==> config.mk <==
export PLATFORM = sky130hd
export DESIGN_NAME = input_buffer_ctrl
export DESIGN_NICKNAME = d
export VERILOG_FILES = /design/src/rtl/ib_ctrl_pkg.sv /design/src/rtl/sat_counter.sv /design/src/rtl/input_buffer_ctrl.sv
export SDC_FILE = /design/constraint.sdc
export NUM_CORES = 1
export LEC_CHECK = 0
export CELL_PAD_IN_SITES_DETAIL_PLACEMENT = 2
export CELL_PAD_IN_SITES_GLOBAL_PLACEMENT = 2
export CORE_MARGIN = 8
export CORE_UTILIZATION = 32
export CTS_CLUSTER_DIAMETER = 60
export DETAILED_ROUTE_END_ITERATION = 8
export PLACE_DENSITY_LB_ADDON = 0.08
export SYNTH_ARGS = -nofsm -noshare
export SYNTH_HDL_FRONTEND = slang
export SYNTH_SLANG_ARGS = --single-unit
==> constraint.sdc <==
create_clock -name clk -period 2.75 [get_ports clk]
set_input_delay 0.275 -clock clk [delete_from_list [all_inputs] [get_ports clk]]
set_output_delay 0.275 -clock clk [all_outputs]
set_load 0.005 [all_outputs]
==> src/rtl/ib_ctrl_pkg.sv <==
// ---------------------------------------------------------------------------
// ib_ctrl_pkg
// Shared types and helpers for the vector input buffer controller.
//   ib_state_t   : frame-sequencing state (IDLE, STREAM, DRAIN)
//   IB_DEPTH_DEF : default number of vector RAM entries
//   CNT_W_DEF    : default drop counter width
//   ptr_inc()    : pointer increment with explicit wrap at depth-1, so
//                  depths that are not a power of two work unchanged
// ---------------------------------------------------------------------------
package ib_ctrl_pkg;

  typedef enum logic [1:0] {
    IDLE   = 2'd0,
    STREAM = 2'd1,
    DRAIN  = 2'd2
  } ib_state_t;

  localparam int IB_DEPTH_DEF = 4;
  localparam int CNT_W_DEF    = 16;

  function automatic int ptr_inc(input int ptr, input int depth);
    return (ptr == depth - 1) ? 0 : ptr + 1;
  endfunction

endpackage

==> src/rtl/sat_counter.sv <==
// ---------------------------------------------------------------------------
// sat_counter
// Width-parameterised event counter that sticks at all-ones instead of
// wrapping.
//   clk     : clock, rising edge
//   reset_n : asynchronous active-low reset, clears the count
//   inc_i   : count one event this cycle
//   count_o : current count
// ---------------------------------------------------------------------------
module sat_counter #(
  parameter int W = 16
) (
  input  logic         clk,
  input  logic         reset_n,
  input  logic         inc_i,
  output logic [W-1:0] count_o
);

  logic [W-1:0] count_q;
  logic [W-1:0] count_d;

  // Hold at all-ones once reached so the count never rolls back to a
  // misleadingly small value.
  always_comb begin
    count_d = count_q;
    if (inc_i && (count_q != '1)) begin
      count_d = count_q + W'(1);
    end
  end

  always_ff @(posedge clk or negedge reset_n) begin
    if (!reset_n) begin
      count_q <= '0;
    end else begin
      count_q <= count_d;
    end
  end

  assign count_o = count_q;

endmodule

==> src/rtl/input_buffer_ctrl.sv <==
// ---------------------------------------------------------------------------
// input_buffer_ctrl
// Pointer, occupancy and frame-sequencing controller for the vector input
// buffer. The vector RAM lives outside; this block drives its addresses and
// write strobe and keeps one eof bit per entry. The upstream datapath cannot
// be stalled, so vectors that cannot be stored are dropped. Once an eof
// vector is accepted the buffer refuses new input until that frame drains.
//
// Optional feature macro: IB_CTRL_DROP_CNT_EN
//   defined   -> drop_cnt port and saturating drop counter present
//   undefined -> drops are silent, no counter logic
//
// Ports:
//   clk        : single clock, rising edge
//   reset_n    : asynchronous active-low reset
//   valid_in   : upstream vector valid
//   eof_in     : vector is last of frame (qualified by valid_in)
//   next_in    : downstream requests one vector
//   wr_en      : RAM write strobe (combinational, = accept)
//   wr_addr    : RAM write address (head)
//   rd_addr    : RAM read address (tail)
//   valid_out  : RAM read data valid, one cycle after the pop
//   eof_out    : eof bit of the popped entry, with valid_out
//   frame_done : one-cycle pulse when the eof entry of a frame is delivered
//   full/empty : from registered occupancy
//   occupancy  : entries currently held
//   drop_cnt   : saturating count of dropped vectors (macro only)
// ---------------------------------------------------------------------------
module input_buffer_ctrl
  import ib_ctrl_pkg::*;
#(
  parameter int   IB_DEPTH = IB_DEPTH_DEF,
  parameter int   PTR_W    = $clog2(IB_DEPTH),
`ifdef IB_CTRL_DROP_CNT_EN
  parameter int   CNT_W    = CNT_W_DEF,
`endif
  localparam int  OCC_W    = $clog2(IB_DEPTH + 1)
) (
  input  logic             clk,
  input  logic             reset_n,
  input  logic             valid_in,
  input  logic             eof_in,
  input  logic             next_in,
  output logic             wr_en,
  output logic [PTR_W-1:0] wr_addr,
  output logic [PTR_W-1:0] rd_addr,
  output logic             valid_out,
  output logic             eof_out,
  output logic             frame_done,
  output logic             full,
  output logic             empty,
  output logic [OCC_W-1:0] occupancy
`ifdef IB_CTRL_DROP_CNT_EN
  ,
  output logic [CNT_W-1:0] drop_cnt
`endif
);

  ib_state_t           state_q, state_d;
  logic [PTR_W-1:0]    head_q, head_d;
  logic [PTR_W-1:0]    tail_q, tail_d;
  logic [OCC_W-1:0]    occ_q, occ_d;
  logic [IB_DEPTH-1:0] eof_q, eof_d;
  logic                valid_out_q;
  logic                eof_out_q;
  logic                frame_done_q;

  logic accept;
  logic pop;
  logic pop_eof;

  assign full  = (occ_q == OCC_W'(IB_DEPTH));
  assign empty = (occ_q == '0);

  // full is evaluated on registered occupancy, so a pop in the same cycle
  // does not make room for a push until the next cycle.
  assign accept  = valid_in & ~full & (state_q != DRAIN);
  assign pop     = next_in & ~empty;
  assign pop_eof = pop & eof_q[tail_q];

  // Pointer, occupancy and per-entry eof bookkeeping.
  always_comb begin
    head_d = head_q;
    tail_d = tail_q;
    occ_d  = occ_q;
    eof_d  = eof_q;
    if (accept) begin
      eof_d[head_q] = eof_in;
      head_d        = PTR_W'(ptr_inc(int'(head_q), IB_DEPTH));
    end
    if (pop) begin
      tail_d = PTR_W'(ptr_inc(int'(tail_q), IB_DEPTH));
    end
    case ({accept, pop})
      2'b10:   occ_d = occ_q + OCC_W'(1);
      2'b01:   occ_d = occ_q - OCC_W'(1);
      default: occ_d = occ_q;
    endcase
  end

  // Frame sequencing. While draining, only one eof entry can be in the
  // buffer (no accepts happen in DRAIN), so popping any eof entry ends it.
  always_comb begin
    state_d = state_q;
    case (state_q)
      IDLE: begin
        if (accept) begin
          state_d = eof_in ? DRAIN : STREAM;
        end
      end
      STREAM: begin
        if (accept && eof_in) begin
          state_d = DRAIN;
        end
      end
      DRAIN: begin
        if (pop_eof) begin
          state_d = IDLE;
        end
      end
      default: state_d = IDLE;
    endcase
  end

  // valid_out/eof_out/frame_done are delayed one cycle to line up with the
  // synchronous RAM read data.
  always_ff @(posedge clk or negedge reset_n) begin
    if (!reset_n) begin
      state_q      <= IDLE;
      head_q       <= '0;
      tail_q       <= '0;
      occ_q        <= '0;
      eof_q        <= '0;
      valid_out_q  <= 1'b0;
      eof_out_q    <= 1'b0;
      frame_done_q <= 1'b0;
    end else begin
      state_q      <= state_d;
      head_q       <= head_d;
      tail_q       <= tail_d;
      occ_q        <= occ_d;
      eof_q        <= eof_d;
      valid_out_q  <= pop;
      eof_out_q    <= pop_eof;
      frame_done_q <= pop_eof & (state_q == DRAIN);
    end
  end

  assign wr_en      = accept;
  assign wr_addr    = head_q;
  assign rd_addr    = tail_q;
  assign valid_out  = valid_out_q;
  assign eof_out    = eof_out_q;
  assign frame_done = frame_done_q;
  assign occupancy  = occ_q;

`ifdef IB_CTRL_DROP_CNT_EN
  logic drop;

  assign drop = valid_in & ~accept;

  sat_counter #(
    .W(CNT_W)
  ) u_drop_cnt (
    .clk     (clk),
    .reset_n (reset_n),
    .inc_i   (drop),
    .count_o (drop_cnt)
  );
`endif

endmodule

; ---- Word-level counts from Yosys, hierarchy flattened
; Index checks and enable logic that the tools add are counted.
[totals]
ff_bits = 16
in_bits = 5
out_inout_bits = 13
[op_classes]
add_sub_neg = 4
n_lt_le_gt_ge = 3
n_eq_ne = 11
n_mux = 13
n_bitwise = 7
n_reduce_logical = 6
[op_table]
columns = op, count
row1 = $mux 2, 6
row2 = $eq 2x1->1 const B, 4
row3 = $ne 2x2->1 const B, 4
row4 = $lt 2x3->1 const B, 2
row5 = $pmux 2 s3, 1
row6 = $pmux 3 s2, 1
row7 = $and 1x1->1, 5
row8 = $add 2x1->2 const B, 2
row9 = $bwmux 4, 1
row10 = $eq 2x2->1 const B, 2
row11 = $add 3x1->3 const B, 1
row12 = $eq 3x3->1 const B, 1
row13 = $logic_not 3->1, 1
row14 = $reduce_and 3->1, 1
row15 = $sub 3x1->3 const B, 1
row16 = $bmux 1 s2, 1
row17 = $demux 1 s2, 1
row18 = $ge 2x1->1 const B, 1
row19 = $logic_and 1x1->1, 2
row20 = $logic_not 2->1, 1
row21 = $mux 1, 2
row22 = $not 1->1, 2
row23 = $reduce_bool 2->1, 1

; ---- Logic depth before layout (Yosys ltp)
[depth]
depth_word = 7
ltp_mapped = 9
mapped_depth_nobuf = 8

; ---- Worst setup path after synthesis
; Ideal clock, no wire load.
[synth_timing]
path_kind = reg2reg
start = register occ_q[0] (netlist: occupancy[0])
end = register occ_q[2] (netlist: occupancy[2])
setup_ns = 0.079
arrival_time_ns = 1.999
t_required_ns = 2.671
path_slack_ns = 0.672
stages_incl_launch_ff = 10
synth_period_minus_slack_ns = 2.078
path_cell_list = dfrtp_1 > or3b_1 > buf_6 > nand3_4 > ha_1 > inv_1 > fa_1 > xor2_1 > nor2_1 > xor2_1
[synth_via]
elab_chain_len = 6
[synth_lines]
columns = element, line
row1 = from (decl), input_buffer_ctrl.sv:62  ; logic [OCC_W-1:0] occ_q, occ_d;
row2 = from (signal assigned), input_buffer_ctrl.sv:132  ; occ_q <= '0;
row3 = from (signal assigned), input_buffer_ctrl.sv:141  ; occ_q <= occ_d;
row4 = $eq 3x3->1, input_buffer_ctrl.sv:72  ; assign full = (occ_q == OCC_W'(IB_DEPTH));
row5 = $not 1->1, input_buffer_ctrl.sv:77  ; assign accept = valid_in & ~full & (state_q != DRAIN);
row6 = $and 1x1->1 (2 in series), input_buffer_ctrl.sv:77
row7 = $eq 2x1->1 / $eq 2x2->1 (equally long branches), input_buffer_ctrl.sv:94  ; case ({accept, pop})
row8 = $pmux 3 s2 / $reduce_bool 2->1 (equally long branches), n/a
; Parallel ways exist; a longest one is shown, timed or not.
; A chain may end at the register's enable or synchronous reset.

; ---- Worst setup path after layout
; Same ends and word-level chain as after synthesis.

==> run summary <==
status: complete, no violations
CP dominant cell by count: xor2_1
Internal: 0.501 mW
reg2reg setup slack: 400 ps
Layout Nets: 97
mux cell area share after synthesis: 0.145
drt total wl: 1900 um
Port Buffers: 17
largest net degree at the start of global routing: 17
total CTS buffers: 3
number of global-route vias before repair: 649
# rows: 18
Simple-Gate Fraction of Synth Area: 0.107
share of cells above drive strength 1: 0.108
biggest area consumer among synthesized cells: dfrtp_1
Switching Share: 0.338
reg2reg start: occupancy[0]
Worst-Margin Slew: 745 ps
Placed Cells: 110
DP HPWL: 1500 um
Worst-Skew Late Latency: 290 ps
Post-synth EDFFs: 0
Synth Flop Type: dfrtp_1
crit end category: flip-flop
asr flop ratio synth: 1.00
RSZ-0062 raised after global routing: false
final worst slack: 402 ps
Synth Area in XOR/XNOR: 0.0322
Final setup viols: 0
sequential share of power: 0.442
adder-cell area share of the yosys netlist: 0.116
Compound-Gate Fraction of Synth Area: 0.0475
top-count cell post-synth: dfrtp_1
Commonest cells post-synth: dfrtp_1 (16), inv_1 (9), ha_1 (6), mux2_1 (4), nand4_1 (4)
fillers: 260
min cycle time layout: 2350 ps
global-route wire length before repair: 3340 um
Vias: 562
cts hold-fix bufs: 0
FF-to-FF path depth: 8
RePlAce Congestion: 0.688
Worst path slowest cell: or3b_1
Root Buffer: clkbuf_4
Syn Area/Cell: 12.8 um2
Die Height: 66.5 um
Initial Util: 0.333
H-tree Lvls: 1
number of DRC markers in iteration 0: 7
I/O pins: 18
register area: 400 um2
Critical Path Source Type: flip-flop
period utilization: 0.854
flops & latches, synth: 16
Min-Delay Path Class: primary input to async pin
Distinct cells, synth: 25
clock sinks: 16
FMAX: 426 MHz
Net Count, Synth: 76
die area: 0.00443 mm2
peak fanout along the critical path: 8
Sw Pwr: 0.256 mW
initial antenna violation count: 0
Area contributors post-synth: dfrtp_1 (49%), ha_1 (9.2%), mux2_1 (5.5%)
post-route ant nets: 0
slowest stage delay, CP: 530 ps
total negative setup slack: 0 ps
slew margin rel.: 0.502
post-route design area: 0.00104 mm2
P per Cell Area: 729 mW/mm2
Avg Vias per Cell: 4.97
clk buf depth: 2
Die X: 66.5 um
CP delay by family, top: simple AND/OR/NAND/NOR gates
Final Hold Fails: 0
Ys Warns: 0
1st-pass router iterations: 2
final cell count without fillers: 113
critical-path cell list: or3b_1, nand3_4, ha_1, inv_1, fa_1, xor2_1, nor2_1, xor2_1
Clock Skews: 4.33 ps
WHS: 416 ps
register area share after synthesis: 0.490
grt total ovfl: 0
area of the multi-input gates: 367 um2
Final Power: 0.757 mW
Max Transition Viols Final: 0
Leak: 0.494 nW
number of max-cap violations: 0
final core utilization: 0.423
Core Box Area: 0.00245 mm2
Post-CTS Resized: 0
critical path arrival: 2560 ps
GRT Total Usage: 0.105
post-place setup slack: 375 ps
Syn Inst Count: 64
DRC: 0
Area growth syn-to-layout: 27.1%
n_diodes: 0
clock network power share: 0.166
post-synth top area share: 0.490
RR Endpoint: occupancy[2]
worst setup path class: flip-flop to flip-flop
Buf+Inv Stages, Crit Path: 1
CTS tree: done
Gate power share: 0.392
Peak VDD IR: 0.413 mV
Cell Area, Synth: 817 um2
drt wl/cell: 16.8 um
CP Data Required Time: 2960 ps
post-CTS setup buffers: 0
main combinational cell family by area after synthesis: multiplexers
Placed Area: 0.00102 mm2
Reg clk slew, reported paths: 90 ps
[cell families (layout without fill, tap and decap cells)]
family	Yosys count	count (layout)
flops	16	16
simple gates	13	13
compound gates	5	5
xor+xnor	3	3
mux	9	9
fa+ha+maj	7	7
buf+inv	11	30
[per-layer routing]
metal / up-vias / track usage / share of wire
li1: 261 / - / -
met5: - / 0 / 0
met4: 0 / 0.0907 / 0.037
met2: 11 / 0.168 / 0.53
met1: 284 / 0.117 / 0.41
met3: 6 / 0.0218 / 0.028
[registers in the layout, indices dropped and copies added, names as in the netlist]
name        count
wr_addr         2
occupancy       3
rd_addr         2
valid_out       1
eof_out         1
state_q         2
frame_done      1
eof_q           4
[final cells by class]
class	instances	area share
Timing Repair Buffer	18	0.171
Tap cell	30	0.0361
Clock buffer	3	0.0217
Sequential cell	16	0.386
Inverter	9	0.0325
Multi-Input combinational cell	37	0.353
[worst max path at each step]
stage | from | endpoint | slack (ps) | cells past startpoint
finish | occupancy[0] | occupancy[2] | 400 | 8
floorplan | occupancy[0] | occupancy[2] | 670 | 9
global placement | occupancy[0] | occupancy[2] | 540 | 8
CTS | occupancy[2] | occupancy[2] | 350 | 8
global route | occupancy[2] | occupancy[2] | 250 | 8
detailed placement | occupancy[2] | occupancy[2] | 370 | 8
[power groups by stage]
stage          clock [mW]  combinational (mW)  sequential [mW]
2_1_floorplan           0               0.148            0.332
3_3_place_gp            0               0.291            0.338
3_5_place_dp            0               0.303            0.341
4_1_cts             0.136               0.306            0.337
5_1_grt             0.148               0.330            0.346
6_report            0.126               0.297            0.334
[placed cells by master (no fill, tap or decap)]
cell and count:
a21o_1 1, a311oi_1 1, a31oi_1 1, buf_4 1, clkbuf_4 3, clkdlybuf4s50_1 17, dfrtp_1 16, fa_1 1
ha_1 6, inv_1 9, mux2_1 4, mux2_2 1, mux2_4 2, mux2i_1 1, mux4_2 1, nand2b_1 1
nand3_4 1, nand4_1 4, nor2_1 2, nor2b_1 2, nor3_1 2, o31ai_1 1, o32ai_1 1, or3b_1 1
xnor2_1 1, xor2_1 2
Note: power is estimated with default switching activity, not from simulation.
